### src/rtl/alu_pkg.sv
// Shared types for the pipelined ALU: opcode enum, status flag struct and flag bit indices.
package alu_pkg;

  typedef enum logic [2:0] {
    ALU_ADD     = 3'b000,
    ALU_SUB     = 3'b001,
    ALU_AND     = 3'b010,
    ALU_OR      = 3'b011,
    ALU_XOR     = 3'b100,
    ALU_MUL     = 3'b101,
    ALU_XNOR    = 3'b110,
    ALU_ILLEGAL = 3'b111
  } alu_op_e;

  typedef struct packed {
    logic err;
    logic neg;
    logic carry;
    logic zero;
  } alu_flags_t;

  localparam int FLAG_ZERO  = 0;
  localparam int FLAG_CARRY = 1;
  localparam int FLAG_NEG   = 2;
  localparam int FLAG_ERR   = 3;

endpackage

### src/rtl/alu_pipe_if.sv
// Operand/result handshake bundle for alu_pipe; slave is the ALU, master the source/sink side.
interface alu_pipe_if #(parameter int WIDTH = 8);
  import alu_pkg::*;

  logic                 in_valid;
  logic                 in_ready;
  logic [WIDTH-1:0]     a;
  logic [WIDTH-1:0]     b;
  alu_op_e              opcode;
  logic                 out_valid;
  logic                 out_ready;
  logic [2*WIDTH-1:0]   result;
  alu_flags_t           flags;

  modport slave (
    input  in_valid, a, b, opcode, out_ready,
    output in_ready, out_valid, result, flags
  );

  modport master (
    output in_valid, a, b, opcode, out_ready,
    input  in_ready, out_valid, result, flags
  );

endinterface

### src/rtl/alu_core.sv
// Combinational ALU datapath: (opcode, a, b) -> 2*WIDTH result and flags.
// Define ALU_SAT_EN to make ADD/SUB saturate instead of wrapping/extending.
module alu_core
  import alu_pkg::*;
#(
  parameter int WIDTH = 8
) (
  input  alu_op_e              i_op,
  input  logic [WIDTH-1:0]     i_a,
  input  logic [WIDTH-1:0]     i_b,
  output logic [2*WIDTH-1:0]   o_result,
  output alu_flags_t           o_flags
);

  localparam int RW = 2 * WIDTH;

  logic [WIDTH:0]  w_sum;
  logic [RW-1:0]   w_a_ext;
  logic [RW-1:0]   w_b_ext;
  logic [RW-1:0]   w_diff;
  logic [RW-1:0]   w_prod;
  logic [RW-1:0]   w_result;
  logic            w_carry;
  logic            w_err;

  // Operands are zero-extended first, so logic ops (XNOR included) act on the full result width.
  assign w_a_ext = {{WIDTH{1'b0}}, i_a};
  assign w_b_ext = {{WIDTH{1'b0}}, i_b};
  assign w_sum   = {1'b0, i_a} + {1'b0, i_b};
  assign w_diff  = w_a_ext - w_b_ext;
  assign w_prod  = w_a_ext * w_b_ext;

  always_comb begin
    // NOTE: every output of this block gets a default before the case, so no path can infer a latch.
    w_result = '0;
    w_carry  = 1'b0;
    w_err    = 1'b0;
    case (i_op)
      ALU_ADD: begin
        w_carry = w_sum[WIDTH];
`ifdef ALU_SAT_EN
        w_result = w_carry ? {{WIDTH{1'b0}}, {WIDTH{1'b1}}} : {{(WIDTH-1){1'b0}}, w_sum};
`else
        w_result = {{(WIDTH-1){1'b0}}, w_sum};
`endif
      end
      ALU_SUB: begin
        w_carry = (i_a < i_b);
`ifdef ALU_SAT_EN
        w_result = w_carry ? '0 : w_diff;
`else
        w_result = w_diff;
`endif
      end
      ALU_AND:  w_result = w_a_ext & w_b_ext;
      ALU_OR:   w_result = w_a_ext | w_b_ext;
      ALU_XOR:  w_result = w_a_ext ^ w_b_ext;
      ALU_XNOR: w_result = ~(w_a_ext ^ w_b_ext);
      ALU_MUL: begin
        w_result = w_prod;
        w_carry  = |w_prod[RW-1:WIDTH];
      end
      default:  w_err = 1'b1;
    endcase
  end

  assign o_result      = w_result;
  assign o_flags.err   = w_err;
  assign o_flags.neg   = w_result[RW-1];
  assign o_flags.carry = w_carry;
  assign o_flags.zero  = (w_result == '0);

endmodule

### src/rtl/alu_pipe.sv
// Two-stage pipelined ALU with valid/ready on both sides: stage 1 holds operands, stage 2 the result.
// Optional build macro ALU_SAT_EN (saturating ADD/SUB) is handled inside alu_core.
module alu_pipe
  import alu_pkg::*;
#(
  parameter int WIDTH = 8
) (
  input  logic       clk,
  input  logic       rst_n,
  alu_pipe_if.slave  bus
);

  logic                 w_adv1;
  logic                 w_adv2;

  logic                 r_s1_valid;
  logic [WIDTH-1:0]     r_s1_a;
  logic [WIDTH-1:0]     r_s1_b;
  alu_op_e              r_s1_op;

  logic                 r_s2_valid;
  logic [2*WIDTH-1:0]   r_result;
  alu_flags_t           r_flags;

  logic [2*WIDTH-1:0]   w_core_result;
  alu_flags_t           w_core_flags;

  // A stage may load when it is empty or its content moves on this same edge.
  assign w_adv2      = !r_s2_valid || bus.out_ready;
  assign w_adv1      = !r_s1_valid || w_adv2;
  assign bus.in_ready = w_adv1;

  always_ff @(posedge clk or negedge rst_n) begin
    // NOTE: data registers are reset as well as valids, so a reset leaves no stale operand or result visible.
    if (!rst_n) begin
      r_s1_valid <= 1'b0;
      r_s1_a     <= '0;
      r_s1_b     <= '0;
      r_s1_op    <= ALU_ADD;
    end else if (w_adv1) begin
      // NOTE: non-blocking assignments keep both stages reading pre-edge values when they advance together.
      r_s1_valid <= bus.in_valid;
      if (bus.in_valid) begin
        r_s1_a  <= bus.a;
        r_s1_b  <= bus.b;
        r_s1_op <= bus.opcode;
      end
    end
  end

  alu_core #(.WIDTH(WIDTH)) u_core (
    .i_op     (r_s1_op),
    .i_a      (r_s1_a),
    .i_b      (r_s1_b),
    .o_result (w_core_result),
    .o_flags  (w_core_flags)
  );

  always_ff @(posedge clk or negedge rst_n) begin
    if (!rst_n) begin
      r_s2_valid <= 1'b0;
      r_result   <= '0;
      r_flags    <= '0;
    end else if (w_adv2) begin
      r_s2_valid <= r_s1_valid;
      if (r_s1_valid) begin
        r_result <= w_core_result;
        r_flags  <= w_core_flags;
      end
    end
  end

  assign bus.out_valid = r_s2_valid;
  assign bus.result    = r_result;
  assign bus.flags     = r_flags;

endmodule

### src/flat_wrapper.sv
// flat-port wrapper written by rule: the top's interface ports become plain ports
module alu_pipe_flat import alu_pkg::*;
#(
  parameter int WIDTH = 8
)
  (clk, rst_n, bus_in_valid, bus_a, bus_b, bus_opcode, bus_out_ready, bus_in_ready, bus_out_valid, bus_result, bus_flags);
  alu_pipe_if #(.WIDTH(WIDTH)) bus_i ();
  input  logic clk;
  input  logic rst_n;
  input wire logic [$bits(bus_i.in_valid)-1:0] bus_in_valid;
  input wire logic [$bits(bus_i.a)-1:0] bus_a;
  input wire logic [$bits(bus_i.b)-1:0] bus_b;
  input wire logic [$bits(bus_i.opcode)-1:0] bus_opcode;
  input wire logic [$bits(bus_i.out_ready)-1:0] bus_out_ready;
  output wire logic [$bits(bus_i.in_ready)-1:0] bus_in_ready;
  output wire logic [$bits(bus_i.out_valid)-1:0] bus_out_valid;
  output wire logic [$bits(bus_i.result)-1:0] bus_result;
  output wire logic [$bits(bus_i.flags)-1:0] bus_flags;
  assign bus_i.in_valid = bus_in_valid;
  assign bus_i.a = bus_a;
  assign bus_i.b = bus_b;
  assign bus_i.opcode = bus_opcode;
  assign bus_i.out_ready = bus_out_ready;
  assign bus_in_ready = bus_i.in_ready;
  assign bus_out_valid = bus_i.out_valid;
  assign bus_result = bus_i.result;
  assign bus_flags = bus_i.flags;
  alu_pipe #(.WIDTH(WIDTH)) u_core (.clk(clk), .rst_n(rst_n), .bus(bus_i));
endmodule
### config.mk
export PLATFORM = sky130hd
export DESIGN_NAME = alu_pipe_flat
export DESIGN_NICKNAME = d
export VERILOG_FILES = /design/src/rtl/alu_pkg.sv /design/src/rtl/alu_pipe_if.sv /design/src/rtl/alu_core.sv /design/src/rtl/alu_pipe.sv /design/src/flat_wrapper.sv
export SDC_FILE = /design/constraint.sdc
export NUM_CORES = 1
export LEC_CHECK = 0
export ABC_AREA = 1
export BUFFER_PORTS_ARGS = -buffer_cell sky130_fd_sc_hd__buf_4
export CAP_MARGIN = 20
export CORE_ASPECT_RATIO = 0.75
export CORE_UTILIZATION = 56
export CTS_CLUSTER_DIAMETER = 50
export CTS_CLUSTER_SIZE = 30
export DETAILED_ROUTE_END_ITERATION = 12
export PLACE_DENSITY_LB_ADDON = 0.08
export SYNTH_ARGS = -nofsm -noshare
export SYNTH_HDL_FRONTEND = slang
export SYNTH_SLANG_ARGS = --single-unit
### constraint.sdc
create_clock -name clk -period 9.9 [get_ports clk]
set_input_delay 0.495 -clock clk [delete_from_list [all_inputs] [get_ports clk]]
set_output_delay 0.495 -clock clk [all_outputs]
set_load 0.005 [all_outputs]
# Word-level counts from Yosys, hierarchy flattened
# Cells that the tools add are included.
# Widths: inputs -> output; s select.
[totals]
reg_bits = 41
inputBits = 23
out_inout_bits = 22
wordCells = 37
[op_classes]
add_sub_neg = 2
multipliers = 1
order_cmp = 1
eq_ne = 6
n_mux = 3
bitwise = 4
reduce_logical = 10
[op_table]
columns = ["op", "n"]
rows = [
  ["$pmux 16 s7", 1],
  ["$logic_not 16->1", 1],
  ["$mul 8x8->16", 1],
  ["$not 8->16", 1],
  ["$add 8x8->9", 1],
  ["$eq 3x3->1 const B", 3],
  ["$sub 8x8->9", 1],
  ["$and 8x8->8", 1],
  ["$lt 8x8->1", 1],
  ["$or 8x8->8", 1],
  ["$reduce_or 8->1", 1],
  ["$xor 8x8->8", 1],
  ["$reduce_or 7->1", 1],
  ["$eq 3x2->1 const B", 2],
  ["$reduce_and 2->1", 2],
  ["$eq 3x1->1 const B", 1],
  ["$logic_not 3->1", 1],
  ["$pmux 1 s3", 1],
  ["$logic_not 1->1", 2],
  ["$logic_or 1x1->1", 2],
  ["$mux 1", 1],
]

# Depth between registers and ports, before layout
[logic_depth]
word_depth = 4
depth_mapped = 27
ltp_nobuf = 26

# By module
# Synthesis repeated with hierarchy kept, for this count alone.
[unflattened]
cells_unflattened = 842
hier_area_um2 = 5565.3
[by_module_without_submodules]
columns = ["module", "n_inst", "cells_each", "area_per_inst_um2", "seq_area_each_um2"]
rows = [
  ["alu_core", 1, 665, 3957.5, 0.0],
  ["alu_pipe", 1, 177, 1607.8, 1026.0],
]

# Worst setup path after synthesis
# OpenSTA, ideal clock, no wires.
[synth_path]
kind = "flip-flop to flip-flop"
start = "reg u_core.r_s1_a[1]"
end = "reg u_core.r_flags, in the netlist u_core.bus.flags[1]"
setup_time_ns = 0.117
t_arrival_ns = 4.204
required_time_ns = 9.783
setup_slack_ns = 5.579
path_stages_with_launch = 25
n_path_buf = 1
cell_sequence = "dfrtp_1 clkbuf_1 nand2_1 fa_1 fa_1 inv_1 fa_1 inv_1 fa_1 inv_1 ha_1 nand2_1 nand2_1 inv_1 nor2_1 o21ai_0 nand3_1 nand2_1 nand2_1 nor2_1 nand2_1 nand2_1 nand2_1 nand2_1 nand2_1"
[synth_between]
elab_chain_len = 3
elab_cells_between_ends = 5
[synth_lines]
columns = ["element", "line", "text"]
rows = [
  ["from (decl)", "alu_pipe.sv:17", "logic [WIDTH-1:0] r_s1_a;"],
  ["from (signal assigned)", "alu_pipe.sv:44", "r_s1_a <= bus.a;"],
  ["$mul 8x8->16", "alu_core.sv:31", "assign w_prod = w_a_ext * w_b_ext;"],
  ["$reduce_or 8->1", "alu_core.sv:61", "w_carry = |w_prod[RW-1:WIDTH];"],
  ["$pmux 1 s3 (*)", "alu_core.sv:38", "case (i_op)"],
  ["to (signal assigned)", "alu_pipe.sv:68", "r_flags <= w_core_flags;"],
  ["to (decl)", "alu_pipe.sv:23", "alu_flags_t r_flags;"],
]
# Every way passes the cells marked *; elsewhere a longest branch is shown, timed or not.
# A chain may end at the register's enable or synchronous reset.

# Worst setup path in the final report
[layout_path]
start = "reg u_core.r_s1_a[4]"
end = "reg u_core.r_flags, in the netlist u_core.bus.flags[1]"
# The elaborated chain is that of the path after synthesis.

==> summary.txt <==
Floorplanning
  • Initial Utilization: 58.4%
  • Row count: 30
  • I/O Pins: 45
  • X dimension of the die: 115 um
  • Total die area: 10000 um2
  • Die span in y: 86.8 um
  • Core Region: about 9200 um2

Worst hold path
  • Hold Path Class: in -> async

Logic synthesis
  • Yosys Warn Count: 0
  • Sequential share of the synthesized area: 18.6%
  • Synthesized flop and latch total: 40
  • Fraction of registers with async set/reset: 100%
  • Avg Synthesized Cell Area: between 6 and 7 um2
  • Synthesized Nets: ~940
  • Post-synth top flop: sky130_fd_sc_hd__dfrtp_1
  • Top area cells in the synthesized netlist: sky130_fd_sc_hd__dfrtp_1, sky130_fd_sc_hd__nand2_1, sky130_fd_sc_hd__fa_1, sky130_fd_sc_hd__ha_1, sky130_fd_sc_hd__inv_1
  • Post-Synthesis Cells: a little over 800
  • Number of enable-type register cells in the synthesized netlist: 0
  • Share of Yosys cell area claimed by the top area cell type: a little under a fifth
  • Most area-hungry cell type in the Yosys netlist: sky130_fd_sc_hd__dfrtp_1
  • Post-synthesis cell type count: 33
  • Post-Syn Area: around 5400 um2

Clock tree
  • Cts-stage hold buffer count: 0
  • Clock buffers created by TritonCTS: 5
  • TritonCTS clock tree: done
  • Number of buffers between clock root and the deepest sink: 2
  • Clock transition time at the flip-flop clock pins of the worst setup and hold paths: 0.06 ns
  • Post-CTS Setup Inserts: 0
  • Clock sink count: 40
  • Source-to-sink clock delay at the later pin of the worst-skew pair: 0.29 ns
  • Count of instances resized after the clock tree is built: 0
  • Clk Tree Root Cell: sky130_fd_sc_hd__clkbuf_16
  • H-tree levels: 2

Detailed routing
  • Antenna viol nets, final: 0
  • Total length of routed wires: 15.1 mm
  • Post-detailed-route DRC marker count: 0
  • Number of detailed-route iterations in the first pass: 5
  • Initial detailed-routing violation count: between 500 and 600
  • Average vias per placed instance: ~5.2
  • Vias post-DR: 5095
  • Avg WL per Cell: 15.5 um

Layout
  • Fillers: 879
  • # nets final: a little under 1000
  • Diodes inserted: 0
  • Fraction of layout cells with a size suffix above 1: ~7.7%
  • Area grow syn2layout: 9.73%

Global route
  • Global-route wire length before repair: between 20 and 25 mm
  • Via count of the first global-routing pass: 4735
  • Sum of overflow across all layers after global routing: 0
  • Pin count of the biggest net entering global routing: between 40 and 50
  • All-Layer GR Usage: between 30% and 40%
  • Number of antenna violations at the first check in global routing: 0

STA
  • Max-slew headroom at the worst pin: between 30% and 40%
  • Achievable Freq: around 0.21 GHz
  • Maximum clock skew at final layout: around 0.0046 ns
  • Number of hold-slack violations in the final timing report: 0
  • Final Max Tran Viols: 0
  • Setup repair after global routing missed its margin: no
  • Final critical-path required period: ~4.7 ns
  • Transition time at the pin with the least slew margin: approximately 0.96 ns
  • Post-route setup TNS: 0 ns
  • Final setup viols: 0
  • Period utilisation layout: 47.6%

Worst setup path
  • Critical path launch point type: flop
  • Data arrival time at the worst-slack endpoint: between 4 and 5 ns
  • Critical path class: reg -> reg
  • Critical path required time: about 10 ns
  • Category of the worst setup path capture point: flop
  • Critical path peak fanout: 10

Run status
  • Run status: complete, no violations

Placement
  • Detailed Place HPWL: 12.3 mm
  • Number of I/O port buffers: 44
  • Gpl congestion: approximately 0.93

Run
  • Number of max-capacitance violations reported: 0
-- synth_stat cells (2+ instances only) --
cell	count
sky130_fd_sc_hd__nand3_2	2
sky130_fd_sc_hd__inv_1	178
sky130_fd_sc_hd__nand2_1	254
sky130_fd_sc_hd__a21boi_0	2
sky130_fd_sc_hd__nor2_2	4
sky130_fd_sc_hd__a21oi_1	34
sky130_fd_sc_hd__nor2_1	65
sky130_fd_sc_hd__ha_1	60
sky130_fd_sc_hd__clkbuf_2	3
sky130_fd_sc_hd__nand4_1	11
sky130_fd_sc_hd__clkbuf_1	22
sky130_fd_sc_hd__inv_2	4
sky130_fd_sc_hd__a21o_1	5
sky130_fd_sc_hd__buf_4	4
sky130_fd_sc_hd__nor3_1	2
sky130_fd_sc_hd__dfrtp_1	40
sky130_fd_sc_hd__o21ai_0	15
sky130_fd_sc_hd__nand3b_1	3
sky130_fd_sc_hd__fa_1	38
sky130_fd_sc_hd__nand3_1	63
-- kinds of logic (layout without fill, tap and decap cells) --
family                   count (synthesis)  count (layout)  synth area share, %
AND/OR/NAND/NOR                        408             408                 31.4
buffers and inverters                  214             235                 15.5
adder cells (fa/ha/maj)                 98              98                 28.1
AO/OA/AOI/OAI                           61              61                 6.19
flip-flops                              40              40                 18.6
XOR/XNOR                                 1               1                0.163
-- metal layers --
metal	part of all wire, %	vias up	track usage (%)	wire length [um]
met4	0.75	0	6.14	113
met1	48	2360	48.2	7280
met5	0	-	0	0
met2	43	206	49.5	6470
li1	-	2517	-	-
met3	8.0	12	5.17	1200
-- worst max-delay path, cell delays in order, from the launching register on --
cell and delay, ns:
sky130_fd_sc_hd__dfrtp_1 0.54, sky130_fd_sc_hd__ha_1 0.35, sky130_fd_sc_hd__fa_1 0.58, sky130_fd_sc_hd__fa_1 0.45, sky130_fd_sc_hd__fa_1 0.55, sky130_fd_sc_hd__inv_1 0.05, sky130_fd_sc_hd__fa_1 0.53, sky130_fd_sc_hd__inv_1 0.04
sky130_fd_sc_hd__ha_1 0.36, sky130_fd_sc_hd__nand2_1 0.13, sky130_fd_sc_hd__nor2_1 0.18, sky130_fd_sc_hd__nand3_1 0.17, sky130_fd_sc_hd__nand3_1 0.12, sky130_fd_sc_hd__nand2_1 0.07, sky130_fd_sc_hd__nand2_1 0.06, sky130_fd_sc_hd__nand2_1 0.05
sky130_fd_sc_hd__nor2_1 0.10, sky130_fd_sc_hd__nand2_1 0.06, sky130_fd_sc_hd__nand2_1 0.05, sky130_fd_sc_hd__nand2_1 0.05, sky130_fd_sc_hd__nand2_1 0.05, sky130_fd_sc_hd__nand2_1 0.06
-- flip-flops by register name (all words and copies together) (netlist names) --
| signal | cells |
|---|---|
| u_core.bus.result | 16 |
| u_core.r_s1_a | 8 |
| u_core.r_s1_b | 8 |
| u_core.bus.flags | 3 |
| u_core.r_s1_op | 3 |
| u_core.bus.out_valid | 1 |
| u_core.r_s1_valid | 1 |
-- final cells by class --
cell class	instances	area (um2)	area share (%)
multi-input cells	568	3540	60.1
inverters	182	683	11.6
clock buffers	5	125	2.12
well taps	128	160	2.72
repair buffers	45	338	5.73
flip-flops and latches	40	1000	17.0
clock inverters	3	47.5	0.806
-- final timing paths --
check / startpoint / to / slack (ns) / depth (start not counted)
max: u_core.r_s1_a[4] / u_core.bus.flags[1] / 5.18 / 21
min: rst_n / u_core.bus.result[12] / 0.17 / 1
max reg2reg: u_core.r_s1_a[4] / u_core.bus.flags[1] / 5.18 / 21
min reg2reg: u_core.bus.result[12] / u_core.bus.result[12] / 0.48 / 1
max in group asynchronous: rst_n / u_core.r_s1_b[1] / 9.35 / 1
min in group clk: bus_a[3] / u_core.r_s1_a[3] / 0.44 / 3
-- cell usage in the layout, fill, tap and decap left out --
| cell type | n |
|---|---|
| sky130_fd_sc_hd__xnor2_1 | 1 |
| sky130_fd_sc_hd__or2_2 | 1 |
| sky130_fd_sc_hd__a21o_1 | 5 |
| sky130_fd_sc_hd__a21boi_0 | 2 |
| sky130_fd_sc_hd__o31ai_1 | 1 |
| sky130_fd_sc_hd__buf_4 | 45 |
| sky130_fd_sc_hd__nor2_1 | 65 |
| sky130_fd_sc_hd__clkinv_4 | 2 |
| sky130_fd_sc_hd__o21ai_1 | 1 |
| sky130_fd_sc_hd__and2_1 | 1 |
| sky130_fd_sc_hd__fa_1 | 38 |
| sky130_fd_sc_hd__nand3b_1 | 3 |
| sky130_fd_sc_hd__bufinv_16 | 1 |
| sky130_fd_sc_hd__dfrtp_1 | 40 |
| sky130_fd_sc_hd__nand2_1 | 254 |
| sky130_fd_sc_hd__nand3_1 | 63 |
| sky130_fd_sc_hd__inv_1 | 178 |
| sky130_fd_sc_hd__inv_2 | 4 |
| sky130_fd_sc_hd__ha_1 | 60 |
| sky130_fd_sc_hd__o211ai_1 | 1 |
| sky130_fd_sc_hd__nor3_1 | 2 |
| sky130_fd_sc_hd__nor2_4 | 1 |
| sky130_fd_sc_hd__a21oi_1 | 34 |
| sky130_fd_sc_hd__nand4_1 | 11 |
| sky130_fd_sc_hd__a31oi_1 | 1 |
| sky130_fd_sc_hd__a32oi_1 | 1 |
| sky130_fd_sc_hd__nand3_2 | 2 |
| sky130_fd_sc_hd__or2_1 | 1 |
| sky130_fd_sc_hd__o21ai_0 | 15 |
| sky130_fd_sc_hd__clkbuf_16 | 5 |
| sky130_fd_sc_hd__nor2_2 | 4 |
-- through the flow --
stage	cell area (um2)	util, %	instances	setup slack, ns	hold WS [ns]
floorplan	5370	-	822	5.58	0.199
global placement	5720	62.2	963	5.36	0.462
detailed placement	5720	62.2	963	5.24	0.468
CTS	5900	64.1	971	5.23	0.199
global route	5900	64.1	971	4.95	0.222
finish	5900	64.1	971	5.18	0.169
Power is not shown: default switching activity piles up to over one toggle a cycle in this logic, so the estimate is an artifact.
